File: src/rtl/vscale_regfile_wb.sv
// Register file write front end: merges pipeline writebacks with queued
// long-latency results and tracks pending destinations in a busy scoreboard.
module vscale_regfile_wb #(
  parameter int XPR_LEN        = 32,
  parameter int REG_ADDR_WIDTH = 5,
  parameter int MD_DEPTH       = 2
) (
  input  logic                      clk,
  input  logic                      reset,
  input  logic                      pipe_wen,
  input  logic [REG_ADDR_WIDTH-1:0] pipe_wa,
  input  logic [XPR_LEN-1:0]        pipe_wd,
  input  logic                      md_issue_valid,
  input  logic [REG_ADDR_WIDTH-1:0] md_issue_wa,
  output logic                      md_issue_ready,
  input  logic                      md_resp_valid,
  input  logic [XPR_LEN-1:0]        md_resp_data,
  output logic                      md_resp_ready,
  input  logic [REG_ADDR_WIDTH-1:0] ra1,
  input  logic [REG_ADDR_WIDTH-1:0] ra2,
  output logic                      busy1,
  output logic                      busy2,
  output logic                      wen,
  output logic [REG_ADDR_WIDTH-1:0] wa,
  output logic [XPR_LEN-1:0]        wd
);

  localparam int PTR_W = (MD_DEPTH > 1) ? $clog2(MD_DEPTH) : 1;
  localparam int CNT_W = $clog2(MD_DEPTH + 1);
  localparam int NREGS = 2 ** REG_ADDR_WIDTH;
  localparam logic [CNT_W-1:0] DEPTH_C = CNT_W'(MD_DEPTH);
  localparam logic [PTR_W-1:0] LAST_PTR = PTR_W'(MD_DEPTH - 1);

  typedef enum logic [1:0] {
    EMPTY = 2'd0,
    WAIT  = 2'd1,
    READY = 2'd2
  } entry_state_t;

  entry_state_t              ent_state [MD_DEPTH];
  logic [REG_ADDR_WIDTH-1:0] ent_tag   [MD_DEPTH];
  logic [XPR_LEN-1:0]        ent_data  [MD_DEPTH];

  logic [PTR_W-1:0]          head;
  logic [PTR_W-1:0]          tail;
  logic [PTR_W-1:0]          fill;
  logic [CNT_W-1:0]          count;
  logic [NREGS-1:0]          busy;
  logic                      clr_pend;
  logic [REG_ADDR_WIDTH-1:0] clr_wa;

  logic pipe_write;
  logic drain;
  logic issue_acc;
  logic resp_acc;

  function automatic logic [PTR_W-1:0] inc_ptr(input logic [PTR_W-1:0] p);
    if (p == LAST_PTR) return '0;
    return p + PTR_W'(1);
  endfunction

  always_comb begin
    md_issue_ready = (count < DEPTH_C) && !((md_issue_wa != '0) && busy[md_issue_wa]);
    md_resp_ready  = (ent_state[fill] == WAIT);
    busy1          = (ra1 != '0) && busy[ra1];
    busy2          = (ra2 != '0) && busy[ra2];
    pipe_write     = pipe_wen && (pipe_wa != '0);
    drain          = !pipe_write && (ent_state[head] == READY);
    issue_acc      = md_issue_valid && md_issue_ready;
    resp_acc       = md_resp_valid && md_resp_ready;
  end

  // Busy is cleared one edge after the drained write appears on wen, so a
  // decode that sees busy low is guaranteed the regfile already holds the value.
  always_ff @(posedge clk) begin
    if (reset) begin
      for (int i = 0; i < MD_DEPTH; i++) begin
        ent_state[i] <= EMPTY;
        ent_tag[i]   <= '0;
        ent_data[i]  <= '0;
      end
      head     <= '0;
      tail     <= '0;
      fill     <= '0;
      count    <= '0;
      busy     <= '0;
      clr_pend <= 1'b0;
      clr_wa   <= '0;
      wen      <= 1'b0;
      wa       <= '0;
      wd       <= '0;
    end else begin
      if (issue_acc) begin
        ent_state[tail] <= WAIT;
        ent_tag[tail]   <= md_issue_wa;
        tail            <= inc_ptr(tail);
        if (md_issue_wa != '0) busy[md_issue_wa] <= 1'b1;
      end

      if (resp_acc) begin
        ent_state[fill] <= READY;
        ent_data[fill]  <= md_resp_data;
        fill            <= inc_ptr(fill);
      end

      if (drain) begin
        ent_state[head] <= EMPTY;
        head            <= inc_ptr(head);
      end

      if (clr_pend) busy[clr_wa] <= 1'b0;
      clr_pend <= drain && (ent_tag[head] != '0);
      clr_wa   <= ent_tag[head];

      count <= count + CNT_W'(issue_acc) - CNT_W'(drain);

      if (pipe_write) begin
        wen <= 1'b1;
        wa  <= pipe_wa;
        wd  <= pipe_wd;
      end else if (drain) begin
        wen <= (ent_tag[head] != '0);
        wa  <= ent_tag[head];
        wd  <= ent_data[head];
      end else begin
        wen <= 1'b0;
      end
    end
  end

endmodule

File: config.mk
export PLATFORM = sky130hd
export DESIGN_NAME = vscale_regfile_wb
export DESIGN_NICKNAME = d
export VERILOG_FILES = /design/src/rtl/vscale_regfile_wb.sv
export SDC_FILE = /design/constraint.sdc
export NUM_CORES = 1
export LEC_CHECK = 0
export ABC_AREA = 1
export ABC_CLOCK_PERIOD_IN_PS = 2500
export CAP_MARGIN = 0
export CORE_MARGIN = 2
export CORE_UTILIZATION = 35
export CTS_BUF_LIST = sky130_fd_sc_hd__clkbuf_8
export DETAILED_ROUTE_END_ITERATION = 10
export SLEW_MARGIN = 30
export SYNTH_ARGS = -nofsm -noshare
export SYNTH_HDL_FRONTEND = slang
export SYNTH_SLANG_ARGS = --single-unit
export TNS_END_PERCENT = 50
File: constraint.sdc
create_clock -name clk -period 2.5 [get_ports clk]
set_clock_uncertainty 0.15 [all_clocks]
set_input_delay 0.5 -clock clk [delete_from_list [all_inputs] [get_ports clk]]
set_output_delay 0.5 -clock clk [all_outputs]
set_load 0.005 [all_outputs]
==> flow_metrics.env, run 1 <==
export IMPL_outcome="finished clean"
export IMPL_chipWidth_microns=153
export IMPL_viasPerCell=4.95
export IMPL_clock_sinks=161
export IMPL_grt_setup_unrepaired="yes"
export IMPL_power_density_nw_per_um2=575
export IMPL_cp_cell_sequence="clkdlybuf4s50_1 -> nor2_1 -> a21boi_0 -> o31ai_2 -> nand2_1 -> clkdlybuf4s15_1"
export IMPL_netlist_instances=993
export IMPL_synthMuxAreaShare=0.00516
export IMPL_drt_initial_drc_count=405
export IMPL_path_delay_family="buffers and inverters"
export IMPL_htreeDepth=4
export IMPL_syn_area_sq_um=7750
export IMPL_grtUsageTotal=0.196
export IMPL_drive_gt1_frac=0.133
export IMPL_clkTransAtPathRegs_ns=0.10
export IMPL_critPathKind="in -> out"
export IMPL_vias=7276
export IMPL_max_stage_delay_ns=0.56
export IMPL_rrSetupSlack_ns=0.15
export IMPL_row_count=54
export IMPL_io_buffers=130
export IMPL_utilization=0.478
export IMPL_cpMaxStageDelayCell="clkdlybuf4s50_1"
export IMPL_cts_buffers=17
export IMPL_wl_per_cell_microns=15.5
export IMPL_final_antenna_net_count=0
export IMPL_arrival_ns=1.79
export IMPL_wl_microns=22800
export IMPL_setup_viol=0
export IMPL_io_pins=131
export IMPL_whs_ns=0.335
export IMPL_critPathMaxFanout=5
export IMPL_synthSimpleGateAreaFrac=0.223
export IMPL_synth_top_cell_area_share=0.287
export IMPL_fin_setup_tns_ns=0
export IMPL_grt_pass1_wl_microns=36300
export IMPL_synthDistinctLibCells=38
export IMPL_cts_tree="done"
export IMPL_ir_worst_vdd_mv=0.367
export IMPL_grt_pass1_vias=6886
export IMPL_crit_path_end_kind="primary output"
export IMPL_nets=1269
export IMPL_maxCapViolCount=0
export IMPL_fin_crit_sh=0.976
export IMPL_synth_compound_area_frac=0.176
export IMPL_grt_ovfl_total=0
export IMPL_worst_skew_pair_late_latency_ns=0.46
export IMPL_chipHeight_microns=153
export IMPL_power_leakage_nw=4.49
export IMPL_ys_ff_latch=161
export IMPL_path_buf_inv=2
export IMPL_gp_congestion=0.924
export IMPL_hold_viol=0
export IMPL_antenna_found_initial=0
export IMPL_layout_common_cells="229 x nand2_1, 149 x nor2_1, 116 x clkdlybuf4s50_1"
export IMPL_synthesis_nets=1084
export IMPL_dp_cells=1430
export IMPL_relSlewSlack=0.531
export IMPL_diodes=0
export IMPL_syn_area_per_cell_sq_um=7.81
export IMPL_yosysTopAreaCell="edfxtp_1"
export IMPL_grt_max_degree=36
export IMPL_first_pass_iters=5
export IMPL_synth_top_family_by_area="simple AND/OR/NAND/NOR gates"
export IMPL_fillCellCount=2168
export IMPL_cts_hold_buffers=0
export IMPL_ys_top_cells_by_area="edfxtp_1 29%, dfxtp_1 22%, nand2_1 11%"
export IMPL_finalNonFillerCells=1471
export IMPL_hp_class="reg -> reg"
export IMPL_start_util=0.356
export IMPL_yosysWarnings=0
export IMPL_clock_tree_root_cell="clkbuf_8"
export IMPL_syn_to_final_growth_pct=34.1
export IMPL_hpwlAfterDp_microns=16300
export IMPL_die_area_sq_um=23400
export IMPL_required_ns=1.85
export IMPL_placed_cell_area_sq_um=9860
export IMPL_cp_start_kind="input pin"
export IMPL_drc=0
export IMPL_clock_path_buffers=2
export IMPL_layout_cells_most_common="nand2_1"
export IMPL_synth_adder_area_share=0.00323
export IMPL_synth_xor_area_frac=0.00113
export IMPL_slew_viol_final=0
export IMPL_final_area_sq_um=10400
export IMPL_fin_crit_ns=2.44
export IMPL_fmax_ghz=0.410
export IMPL_yosysSeqAreaShare=0.511
export IMPL_core_area_sq_um=21800
export IMPL_worst_pin_slew_ns=0.699
==> cell type report <==
type | instances | area, sq um | share of cell area
Inverter | 115 | 437 | 0.0420
Tap cell | 280 | 350 | 0.0337
Timing Repair Buffer | 213 | 1990 | 0.192
Sequential cell | 161 | 3980 | 0.383
Multi-Input combinational cell | 670 | 3200 | 0.308
Clock buffer | 17 | 234 | 0.0225
Clock inverter | 15 | 195 | 0.0188
==> per-layer routing <==
metal  part of all wire  wire [microns]  GRT usage  vias to the layer above
met2               0.48           10900      0.325                      204
met5                  0               0          0                        -
met4              0.016             357     0.0617                        0
met1               0.44           10100      0.252                     3407
met3              0.065            1490     0.0499                       24
li1                   -               -          -                     3641
==> registers in the layout, indices dropped and copies added, names as in the netlist, named ones only <==
register and count:
count 2, ent_data 64, tail 1, wa 5
ent_tag 10, wen 1, fill 1, ent_state 4
wd 32, clr_pend 1, busy 32, clr_wa 5
head 1
==> worst register-to-register path, delay by kind of cell, from the launching register on <==
| kind | cells | cell delay (ns) |
|---|---|---|
| and+or+nand+nor | 10 | 0.69 |
| DFF | 1 | 0.40 |
| adders and majority gates | 2 | 0.45 |
| buffers and inverters | 2 | 0.18 |
| AOI/OAI and AO/OA | 2 | 0.22 |
| xor gates and xnor gates | 1 | 0.15 |
==> what timing repair did <==
item | in CTS | in global routing
setup buffers | 7 | 0
pin swaps | 9 | 6
resized for setup | 45 | 22
cloned | 2 | 0
endpoints found under the setup margin | 5 | 5
==> where the power goes <==
group	switching [mW]	total [mW]	internal (mW)	leakage, nW
combinational	0.484	0.920	0.436	2.78
clock	1.07	2.10	1.02	0.221
sequential	0.0650	2.96	2.90	1.48
==> logic make-up after synthesis <==
logic type               count (synthesis)
buffers and inverters                  162
adder cells (fa/ha/maj)                  2
flip-flops                             161
AND/OR/NAND/NOR                        434
AO/OA/AOI/OAI                          229
multiplexers                             4
XOR/XNOR                                 1
==> per-stage QoR <==
stage / setup slack [ns] / power, mW
floorplan: -0.0774 / 3.44
global placement: -0.567 / 3.93
detailed placement: -0.597 / 3.94
CTS: -0.0387 / 6.03
global route: -0.0702 / 6.24
finish: 0.0592 / 5.98
==> final timing paths <==
path | startpoint | to | cells after the start
worst max-delay path | ra2[3] | busy2 | 6
worst min-delay path | busy[20]$_SDFF_PP0_ | busy[20]$_SDFF_PP0_ | 1
worst max register to register | busy[27]$_SDFF_PP0_ | count[1]$_SDFF_PP0_ | 17
worst min register to register | busy[20]$_SDFF_PP0_ | busy[20]$_SDFF_PP0_ | 1
==> synth_stat cells <==
cell type	instances
inv_1	108
inv_2	4
or2_2	4
buf_4	3
o21a_1	31
buf_2	4
a31oi_1	6
xor2_1	1
o21ai_1	1
dfxtp_1	87
o31ai_1	1
nand2_2	1
a311oi_1	2
clkinv_1	3
nand4_1	4
o211ai_1	2
a211o_1	1
ha_1	2
nand3_2	1
a211oi_1	1
edfxtp_1	74
nor2_1	149
o311ai_0	11
a21oi_1	89
buf_1	1
and3_1	1
nand3b_1	1
a22o_1	17
o21ai_0	65
nand4_2	1
nor2_2	1
nand3_1	20
o32ai_1	1
clkbuf_1	39
mux2i_1	4
a21boi_0	1
nand2_1	230
nor3_1	21
Note: power is estimated with default switching activity, not from simulation.
==> run 2: changes to the inputs <==
Settings changed: CORE_UTILIZATION 35 to 50, PLACE_DENSITY set to 0.79.
==> flow_metrics.env, run 2 (synthesized netlist as in run 1, its figures left out) <==
export IMPL_cts_buffers=17
export IMPL_io_pins=131
export IMPL_grt_pass1_vias=6987
export IMPL_worst_skew_pair_late_latency_ns=0.45
export IMPL_path_buf_inv=1
export IMPL_diodes=0
export IMPL_reg2reg_from="busy[15]$_SDFF_PP0_"
export IMPL_hold_depth=1
export IMPL_fillCellCount=1247
export IMPL_fin_crit_sh=0.955
export IMPL_power_density_nw_per_um2=561
export IMPL_critPathKind="reg -> out"
export IMPL_layout_cells_most_common="nand2_1"
export IMPL_hold_end="busy[20]$_SDFF_PP0_"
export IMPL_chipWidth_microns=129
export IMPL_hp_class="reg -> reg"
export IMPL_drive_gt1_frac=0.143
export IMPL_core_area_sq_um=15200
export IMPL_max_stage_delay_ns=0.38
export IMPL_cp_cell_sequence="o21ai_1 -> nand3_1 -> and3_1 -> o31ai_2 -> nand2_1 -> clkbuf_2"
export IMPL_die_area_sq_um=16500
export IMPL_gp_congestion=0.963
export IMPL_cp_start_kind="register"
export IMPL_vias=7444
export IMPL_grt_pass1_wl_microns=35200
export IMPL_outcome="finished clean"
export IMPL_fmax_ghz=0.419
export IMPL_register_area_sq_um=3980
export IMPL_layout_common_cells="229 x nand2_1, 149 x nor2_1, 116 x clkdlybuf4s50_1"
export IMPL_antenna_found_initial=0
export IMPL_hold_viol=0
export IMPL_crit_path_end_kind="primary output"
export IMPL_path_delay_family="compound AO/OA/AOI/OAI gates"
export IMPL_r2r_end="count[1]$_SDFF_PP0_"
export IMPL_setup_ws_ns=0.112
export IMPL_relSlewSlack=0.569
export IMPL_ir_worst_vdd_mv=0.492
export IMPL_min_from="busy[20]$_SDFF_PP0_"
export IMPL_setup_viol=0
export IMPL_drc=0
export IMPL_io_buffers=130
export IMPL_drt_initial_drc_count=633
export IMPL_wl_microns=22100
export IMPL_clock_path_buffers=2
export IMPL_critPathMaxFanout=4
export IMPL_ff2ff_path_depth=17
export IMPL_grtUsageTotal=0.272
export IMPL_rrSetupSlack_ns=0.16
export IMPL_worst_pin_slew_ns=0.642
export IMPL_wl_per_cell_microns=16.0
export IMPL_slew_viol_final=0
export IMPL_grt_ovfl_total=0
export IMPL_chipHeight_microns=129
export IMPL_nets=1274
export IMPL_whs_ns=0.322
export IMPL_reg_top3="ent_data: 64 flops, busy: 32 flops, wd: 32 flops"
export IMPL_syn_to_final_growth_pct=33.0
export IMPL_maxCapViolCount=0
export IMPL_viasPerCell=5.38
export IMPL_place_ws_ns=-0.587
export IMPL_row_count=45
export IMPL_clkTransAtPathRegs_ns=0.08
export IMPL_multiInputGateArea_sq_um=3250
export IMPL_arrival_ns=1.74
export IMPL_required_ns=1.85
export IMPL_regMostFlops="ent_data"
export IMPL_grt_setup_unrepaired="yes"
export IMPL_cpMaxStageDelayCell="dfxtp_1"
export IMPL_cts_tree="done"
export IMPL_first_pass_iters=5
export IMPL_largest_register_ffs=64
export IMPL_htreeDepth=4
export IMPL_fin_crit_ns=2.39
export IMPL_cts_hold_buffers=0
export IMPL_grt_max_degree=36
export IMPL_clock_tree_root_cell="clkbuf_8"
export IMPL_clock_sinks=161
export IMPL_start_util=0.510
export IMPL_final_antenna_net_count=0
export IMPL_hpwlAfterDp_microns=15400
export IMPL_power_leakage_nw=4.50
==> run 2: changes by cell type in the layout (fill, tap and decap cells not counted), moves of 3 or more <==
| cell | delta |
|---|---|
| dfxtp_2 | +5 |
| nor3_1 | -5 |
| buf_4 | +4 |
| dfxtp_1 | -4 |
| inv_6 | -4 |
| nor3_2 | +4 |
| buf_6 | +3 |
| clkbuf_8 | +3 |
| inv_4 | +3 |
| inv_8 | -3 |
==> run 2: metrics by stage <==
stage               area, sq um  TNS (ns)  utilization  power, mW  cells
floorplan                  7750   -0.0774            -       3.44    993
global placement           9700    -20.58        0.638       3.90   1336
detailed placement         9700    -20.34        0.638       3.91   1336
CTS                       10300    -0.234        0.675       5.78   1380
global route              10300   -0.0232        0.678       6.02   1383
finish                    10300         0        0.678       5.78   1383
==> run 2: where the power goes <==
part | internal [mW] | switching [mW] | leakage, nW
combinational | 0.439 | 0.487 | 2.81
sequential | 2.90 | 0.0692 | 1.49
clock | 0.952 | 0.934 | 0.206
total | 4.29 | 1.49 | 4.50
==> run 2: worst max path at each step <==
stage	startpoint	end	slack (ns)	cells past startpoint
after floorplan	md_issue_wa[1]	count[1]$_SDFF_PP0_	-0.08	12
after global placement	md_issue_wa[3]	md_issue_ready	-0.56	9
after detailed placement	md_issue_wa[3]	count[1]$_SDFF_PP0_	-0.59	15
after CTS	busy[6]$_SDFF_PP0_	busy2	-0.23	7
after global routing	busy[6]$_SDFF_PP0_	md_issue_ready	-0.01	11
final	busy[8]$_SDFF_PP0_	busy2	0.11	6
==> run 2: layer usage <==
metal  vias to the layer above  wire [microns]  GRT usage
met5                         -               0          0
met4                         0             637     0.0997
met3                        51            1950     0.0794
met2                       305           10300      0.436
met1                      3444            9240      0.354
li1                       3644               -          -
==> run 2: cell type report <==
| class | count | share of cell area |
|---|---|---|
| inverter | 115 | 0.0431 |
| timing repair inverter | 2 | 0.00109 |
| clock inverter | 11 | 0.0110 |
| multi-input combinational | 670 | 0.315 |
| sequential | 161 | 0.386 |
| clock buffer | 20 | 0.0267 |
| timing repair buffer | 216 | 0.194 |
| tap | 188 | 0.0228 |
==> run 2: what timing repair did <==
action,CTS,global route
endpoints found under the setup margin,5,5
endpoints found under the hold margin,0,0
gates resized for setup,60,37
pin swaps,4,8
buffers inserted,9,2
cloned,4,1
==> run 3: changes to the inputs <==
Settings changed: CORE_MARGIN 2 to not set, RECOVER_POWER set to 25.
==> flow_metrics.env, run 3 (synthesized netlist as in run 1, its figures left out) <==
export IMPL_fin_crit_ns=2.47
export IMPL_grt_pass1_wl_microns=35000
export IMPL_chipHeight_microns=127
export IMPL_dp_cells=1330
export IMPL_chipWidth_microns=127
export IMPL_layout_cells_most_common="nand2_1"
export IMPL_place_ws_ns=-0.620
export IMPL_cts_buffers=17
export IMPL_viasPerCell=5.41
export IMPL_grt_pass1_vias=7002
export IMPL_rrSetupSlack_ns=0.14
export IMPL_relSlewSlack=0.380
export IMPL_die_area_sq_um=16000
export IMPL_start_util=0.512
export IMPL_endpoint="ent_tag[0][0]$_SDFFCE_PN0P_"
export IMPL_crit_path_end_kind="register"
export IMPL_ir_worst_vdd_mv=0.474
export IMPL_hp_class="reg -> reg"
export IMPL_worst_pin_slew_ns=0.929
export IMPL_diodes=0
export IMPL_grt_ovfl_total=0
export IMPL_setup_ws_ns=0.0272
export IMPL_io_buffers=130
export IMPL_slew_viol_final=0
export IMPL_critPathMaxFanout=19
export IMPL_syn_to_final_growth_pct=31.3
export IMPL_final_antenna_net_count=0
export IMPL_wl_per_cell_microns=15.8
export IMPL_hpwlAfterDp_microns=15100
export IMPL_fmax_ghz=0.404
export IMPL_reg_top3="ent_data: 64 flops, busy: 32 flops, wd: 32 flops"
export IMPL_fin_crit_sh=0.989
export IMPL_arrival_ns=2.63
export IMPL_drc=0
export IMPL_clock_tree_root_cell="clkbuf_8"
export IMPL_cp_startpoint="reset"
export IMPL_row_count=45
export IMPL_grt_max_degree=37
export IMPL_multiInputGateArea_sq_um=3200
export IMPL_placed_cell_area_sq_um=9670
export IMPL_drt_initial_drc_count=614
export IMPL_critPathKind="in -> reg"
export IMPL_antenna_found_initial=0
export IMPL_largest_register_ffs=64
export IMPL_power_density_nw_per_um2=567
export IMPL_cp_start_kind="input pin"
export IMPL_hold_viol=0
export IMPL_clock_sinks=161
export IMPL_r2r_end="count[1]$_SDFF_PP0_"
export IMPL_final_area_sq_um=10200
export IMPL_cp_cell_sequence="clkdlybuf4s50_1 -> inv_1 -> clkbuf_1 -> nand4_1 -> nor2_1"
export IMPL_register_area_sq_um=3980
export IMPL_fillCellCount=1222
export IMPL_io_pins=131
export IMPL_finalNonFillerCells=1374
export IMPL_reg2reg_from="busy[22]$_SDFF_PP0_"
export IMPL_power_leakage_nw=4.42
export IMPL_gp_congestion=0.931
export IMPL_power_mw=5.77
export IMPL_worst_skew_pair_late_latency_ns=0.47
export IMPL_wl_microns=21700
export IMPL_cpMaxStageDelayCell="clkbuf_1"
export IMPL_regMostFlops="ent_data"
export IMPL_ff2ff_path_depth=18
export IMPL_outcome="finished clean"
export IMPL_fin_setup_tns_ns=0
export IMPL_clkTransAtPathRegs_ns=0.08
export IMPL_setup_viol=0
export IMPL_drive_gt1_frac=0.124
export IMPL_max_stage_delay_ns=0.73
export IMPL_layout_common_cells="229 x nand2_1, 150 x nor2_1, 117 x clkdlybuf4s50_1"
export IMPL_grtUsageTotal=0.282
export IMPL_nets=1264
export IMPL_vias=7429
export IMPL_htreeDepth=4
export IMPL_cts_tree="done"
export IMPL_required_ns=2.65
export IMPL_maxCapViolCount=0
export IMPL_clock_path_buffers=2
export IMPL_core_area_sq_um=15100
export IMPL_grt_setup_unrepaired="yes"
export IMPL_first_pass_iters=6
[run 3: metrics by stage]
stage          utilization  hold slack [ns]
2_1_floorplan            -            0.290
3_3_place_gp         0.638            0.301
3_5_place_dp         0.638            0.306
4_1_cts              0.673            0.326
5_1_grt              0.672            0.337
6_report             0.672            0.326
[run 3: final cells by class]
| cell class | instances | area share |
|---|---|---|
| Multi-Input combinational cell | 670 | 0.314 |
| Timing Repair inverter | 1 | 0.000369 |
| Inverter | 115 | 0.0435 |
| Clock inverter | 14 | 0.0139 |
| Sequential cell | 161 | 0.391 |
| Tap cell | 188 | 0.0231 |
| Timing Repair Buffer | 207 | 0.189 |
| Clock buffer | 18 | 0.0243 |
[run 3: how the worst min path moves through the flow]
| stage | endpoint | from | depth (start not counted) |
|---|---|---|---|
| 2_1_floorplan | busy[14]$_SDFF_PP0_ | busy[14]$_SDFF_PP0_ | 1 |
| 3_3_place_gp | busy[14]$_SDFF_PP0_ | busy[14]$_SDFF_PP0_ | 1 |
| 3_5_place_dp | busy[20]$_SDFF_PP0_ | busy[20]$_SDFF_PP0_ | 1 |
| 4_1_cts | busy[20]$_SDFF_PP0_ | busy[20]$_SDFF_PP0_ | 1 |
| 5_1_grt | busy[20]$_SDFF_PP0_ | busy[20]$_SDFF_PP0_ | 1 |
| 6_report | busy[20]$_SDFF_PP0_ | busy[20]$_SDFF_PP0_ | 1 |
[run 3: report_power, final]
group	total [mW]	switching, mW	internal, mW
combinational	0.910	0.483	0.427
clock	1.89	0.982	0.912
sequential	2.97	0.0686	2.90
total	5.77	1.53	4.24
[run 3: critical path, delay by kind of cell]
kind / cells / cell delay [ns]
buffers and inverters: 3 / 1.48
and+or+nand+nor: 2 / 0.64
[run 3: per-layer routing]
layer	wire length, microns	global-route usage
met1	8920	0.362
met2	10300	0.459
met3	1950	0.0658
met4	561	0.116
met5	0	0
[run 3: repair_timing]
item	4_1_cts	5_1_grt
pin swaps	4	4
hold buffers	0	0
resized for setup	49	23
setup buffers	8	1
endpoints found under the setup margin	5	4
cloned	3	0
